### config.mk
export PLATFORM = sky130hd
export DESIGN_NAME = pipeline_wb
export DESIGN_NICKNAME = d
export VERILOG_FILES = /design/src/rtl/pipeline_wb.sv
export SDC_FILE = /design/constraint.sdc
export NUM_CORES = 1
export LEC_CHECK = 0
export ABC_AREA = 1
export BUFFER_PORTS_ARGS = -buffer_cell sky130_fd_sc_hd__buf_2
export CAP_MARGIN = 20
export CORE_ASPECT_RATIO = 0.7
export CORE_MARGIN = 2
export CORE_UTILIZATION = 30
export DETAILED_ROUTE_END_ITERATION = 8
export GPL_ROUTABILITY_DRIVEN = 0
export PLACE_DENSITY = 0.61
export SLEW_MARGIN = 20
export SYNTH_ARGS = -nofsm -noshare
export SYNTH_HDL_FRONTEND = slang
export SYNTH_SLANG_ARGS = --single-unit
### constraint.sdc
create_clock -name clk -period 1.9 [get_ports clk]
set_input_delay 0.57 -clock clk [delete_from_list [all_inputs] [get_ports clk]]
set_output_delay 0.57 -clock clk [all_outputs]
set_load 0.05 [all_outputs]
### src/rtl/pipeline_wb.sv
// Writeback stage: aligns MEM-stage results with load latency, drives the regfile
// write port and forwarding tap, and commits traps. Optional macro: WB_RETIRE_COUNTER_EN.
module pipeline_wb #(
  parameter logic [31:0]  RESET_PC = 32'h0000_0000,
  parameter int unsigned  CNT_W    = 32
) (
  input  logic             clk,
  input  logic             rst,
  input  logic             valid,
  input  logic [31:0]      pc,
  input  logic [4:0]       rd_addr,
  input  logic [31:0]      rd_value,
  input  logic             memread_enable,
  input  logic             regwrite_enable,
  input  logic [2:0]       exception_in,
  input  logic [31:0]      mem_value,
  input  logic             exc_ack,
  output logic             has_final_exception,
  output logic             rf_we,
  output logic [4:0]       rf_waddr,
  output logic [31:0]      rf_wdata,
  output logic             fwd2_we,
  output logic [4:0]       fwd2_addr,
  output logic [31:0]      fwd2_data,
  output logic             exc_pending,
  output logic [31:0]      epc,
  output logic [2:0]       cause,
  output logic [CNT_W-1:0] retired_count
);

  localparam int unsigned XLEN  = 32;
  localparam int unsigned RW    = 5;
  localparam int unsigned EXC_W = 3;

  typedef enum logic {RUN, TRAP} state_e;

  state_e            state_q, state_d;
  logic [XLEN-1:0]   epc_q, epc_d;
  logic [EXC_W-1:0]  cause_q, cause_d;

  logic              valid_q, memread_q, regwrite_q;
  logic [XLEN-1:0]   pc_q, rd_value_q;
  logic [RW-1:0]     rd_addr_q;
  logic [EXC_W-1:0]  exc_q;

  logic              fwd2_we_q;
  logic [RW-1:0]     fwd2_addr_q;
  logic [XLEN-1:0]   fwd2_data_q;

  logic              exc_d1;
  logic              commit;
  logic [XLEN-1:0]   wb_data;

  // Stage register; a flush (trap or ack) drops the incoming instruction.
  always_ff @(posedge clk) begin
    if (rst) begin
      valid_q    <= 1'b0;
      pc_q       <= '0;
      rd_addr_q  <= '0;
      rd_value_q <= '0;
      memread_q  <= 1'b0;
      regwrite_q <= 1'b0;
      exc_q      <= '0;
    end else begin
      valid_q    <= valid & (state_q == RUN) & ~exc_ack;
      pc_q       <= pc;
      rd_addr_q  <= rd_addr;
      rd_value_q <= rd_value;
      memread_q  <= memread_enable;
      regwrite_q <= regwrite_enable;
      exc_q      <= exception_in;
    end
  end

  assign exc_d1  = valid_q & (exc_q != '0);
  assign commit  = valid_q & (exc_q == '0) & (state_q == RUN);
  assign wb_data = memread_q ? mem_value : rd_value_q;

  assign rf_we               = commit & regwrite_q & (rd_addr_q != '0);
  assign rf_waddr            = rd_addr_q;
  assign rf_wdata            = wb_data;
  assign has_final_exception = (state_q == TRAP) | exc_d1;

  // Forwarding tap: one-cycle-old copy of the regfile write port.
  always_ff @(posedge clk) begin
    if (rst) begin
      fwd2_we_q   <= 1'b0;
      fwd2_addr_q <= '0;
      fwd2_data_q <= '0;
    end else begin
      fwd2_we_q   <= rf_we;
      fwd2_addr_q <= rf_waddr;
      fwd2_data_q <= rf_wdata;
    end
  end

  assign fwd2_we   = fwd2_we_q;
  assign fwd2_addr = fwd2_addr_q;
  assign fwd2_data = fwd2_data_q;

  always_ff @(posedge clk) begin
    if (rst) begin
      state_q <= RUN;
      epc_q   <= RESET_PC;
      cause_q <= '0;
    end else begin
      state_q <= state_d;
      epc_q   <= epc_d;
      cause_q <= cause_d;
    end
  end

  // Trap FSM: first exception wins; a coincident ack discards it uncaptured.
  always_comb begin
    state_d = state_q;
    epc_d   = epc_q;
    cause_d = cause_q;
    unique case (state_q)
      RUN: begin
        if (exc_d1 && !exc_ack) begin
          state_d = TRAP;
          epc_d   = pc_q;
          cause_d = exc_q;
        end
      end
      TRAP: begin
        if (exc_ack) state_d = RUN;
      end
      default: state_d = RUN;
    endcase
  end

  assign exc_pending = (state_q == TRAP);
  assign epc         = epc_q;
  assign cause       = cause_q;

`ifdef WB_RETIRE_COUNTER_EN
  logic [CNT_W-1:0] retired_q;

  always_ff @(posedge clk) begin
    if (rst)         retired_q <= '0;
    else if (commit) retired_q <= retired_q + CNT_W'(1);
  end

  assign retired_count = retired_q;
`else
  assign retired_count = '0;
`endif

endmodule

==> results.toml <==
[outcome]
violations = "negative setup slack"
status = "finished with violations"

[floorplanning]
die-area_mm2 = 0.0200
die_w_um = 168
start_util = 0.310
die_h_um = 119
io-pin-count = 255
core_mm2 = 0.0183
fp-row-count = 41

[setup_path]
worstSetupPathType = "reg -> out"
cp-startpoint = "memread_q$_SDFF_PP0_"
worst-r2r-cell-count = 6
crit_arrival_ps = 1360
crit_required_ps = 1330
path_max_fanout = 16
cp-start-kind = "flip-flop"
endpoint_kind = "output pin"
rr_startpoint = "valid_q$_SDFF_PP0_"

[global_routing]
grt_pass1_vias = 4738
grt_antenna_before_repair = 0
grt_pass1_wl_um = 24000
overflow = 0
grt_usage = 0.151
grt_max_degree = 65

[route]
drt_wl_total_um = 15600
first_iter_violations = 283
drt_pass1_iterations = 4
vias = 4969
ant_nets = 0
via_per_inst = 3.99
wire_per_inst_um = 12.5
route.detailed.drc = 0

[clock_tree]
clkSinkCount = 149
cts_tree = "done"
cts_root_buffer = "clkbuf_16"
path_clk_slew_ps = 60
cts_max_path_buffers = 2
clk_latency_ps = 410
h-tree-depth = 4
numCtsBuffers = 17

[yosys]
synthTopCellsByArea = "dfxtp_1, inv_1, nand2_1, nor2_1, buf_4"
yosysTopAreaCellShare = 0.527
yosysMostFrequentCell = "inv_1"
synth_cell_types = 18
synth_top_cells_by_count = "inv_1, nand2_1, dfxtp_1"
synth_top_cell_by_area = "dfxtp_1"
ys_ff_latch = 149
netlist_area_mm2 = 0.00566
syn_avg_cell_area_um2 = 7.33
synthFlopType = "dfxtp_1"
synth_edf_count = 0
yosys_warnings = 0
async_reset_ff_frac = 0
yosysSeqAreaShare = 0.527
synth_cells = 772

[final_layout]
final_core_util = 0.440
n_fill_cell = 1894
seq_area_mm2 = 0.00300
n_antenna_cell = 0
drive_gt1_frac = 0.329
finalNonFillerCells = 1246
multiInputGateArea_mm2 = 0.00180
area_growth_pct = 42.0
nets = 1108

[timing]
finalCriticalPeriod_ps = 1930
fmaxAchievable_mhz = 517
hold_viol = 0
fin_ws_ps = -32.9
slew_headroom = 0.525
fin_worst_skew_ps = 6.73
finalMaxSlewViolations = 0
worst_pin_slew_ps = 712
period_share = 1.02
rsz0062_at_grt = "yes"
setup_viol = 21

[pwr]
power_frac_seq = 0.416
p_total_uw = 7980
p_sw_uw = 2360
peakVddDrop_mv = 0.444
power.share.combinational = 0.176
internal_power_uw = 5620
clockPowerShare = 0.408
swShare = 0.296
cellPowerDensity_mw_per_mm2 = 994
p_leak_uw = 0.00442

[place]
hpwlAfterDp_um = 10100
post-place-cells = 1204
portBuffers = 222
place_ws_ps = 178

[worst_hold_path]
worstHoldStart = "rd_addr[0]"
min_path_cells = 3
hold_path.class = "in -> reg"

[job]
max-cap-violations = 0
cells in the final DEF (no fill, tap or decap), types with 2 or more instances in the layout:
master,instances
clkinvlp_4,2
nand4_1,36
dfxtp_2,4
nor2_4,2
nand2_4,4
clkbuf_16,20
inv_6,2
buf_6,20
nand2_1,130
buf_4,14
clkinv_4,2
clkinv_2,4
a21oi_1,33
conb_1,32
clkbuf_1,2
buf_12,3
inv_1,185
bufinv_16,2
inv_2,2
buf_8,15
nand2_2,38
dfxtp_4,2
buf_2,187
nand3_2,2
nor2_1,116
dfxtp_1,143
metal layers:
metal  routed length, um  up-vias  GRT usage
met5                   0        -          0
met4                 136        0     0.0409
met3                 919       10     0.0482
met2                6820      144      0.235
met1                7690     2199      0.203
li1                    -     2616          -
per-stage QoR:
step	hold slack [ps]	TNS [ps]	instance area, um^2
after floorplan	446	0	5770
after global placement	434	0	6870
after detailed placement	432	0	6870
after CTS	332	-742	7740
after global routing	334	-2610	8030
final	349	-355	8030
state kept, by name (all words and copies together), names as in the netlist, 3 cells and up:
name / flops
cause: 3
epc: 32
exc_q: 3
fwd2_addr: 5
fwd2_data: 32
pc_q: 32
rd_value_q: 32
rf_waddr: 5
what timing repair did:
item,in CTS,in global routing
gates resized for setup,84,67
setup endpoints to repair,34,39
pin swaps,2,20
setup buffers,4,2
gates cloned,1,4
endpoints found under the hold margin,0,0
hold buffers,0,0
final timing paths:
check	endpoint	slack (ps)
max	rf_wdata[25]	-30
min	rf_waddr[0]$_SDFF_PP0_	350
max reg2reg	epc[22]$_SDFFE_PP0P_	170
min reg2reg	fwd2_addr[4]$_SDFF_PP0_	440
logic make-up (layout without fill, tap and decap cells):
group	count (synthesis)	in the layout	synth area share
and+or+nand+nor	331	332	0.241
buffers and inverters	258	464	0.202
DFF	149	149	0.527
AOI/OAI and AO/OA	33	33	0.0292
other	1	32	0.000663
power groups by stage:
stage	clock [uW]	combinational [uW]	sequential, uW
3_3_place_gp	0	1220	3380
2_1_floorplan	0	711	3620
4_1_cts	3350	1330	3320
6_report	3260	1410	3320
3_5_place_dp	0	1230	3380
5_1_grt	3500	1510	3340
critical path: stages, from the launching register on:
cell and delay [ps]:
dfxtp_4 410, clkbuf_16 200, nand2_1 90, nand2_1 100, buf_6 160
area by class of cell:
| type | count | area share |
|---|---|---|
| Sequential cell | 149 | 0.373 |
| Multi-Input combinational cell | 397 | 0.224 |
| Timing Repair Buffer | 243 | 0.206 |
| Inverter | 190 | 0.0900 |
| Clock buffer | 19 | 0.0539 |
| Tap cell | 236 | 0.0368 |
| Clock inverter | 12 | 0.0162 |
(Power assumes the default switching activity.)
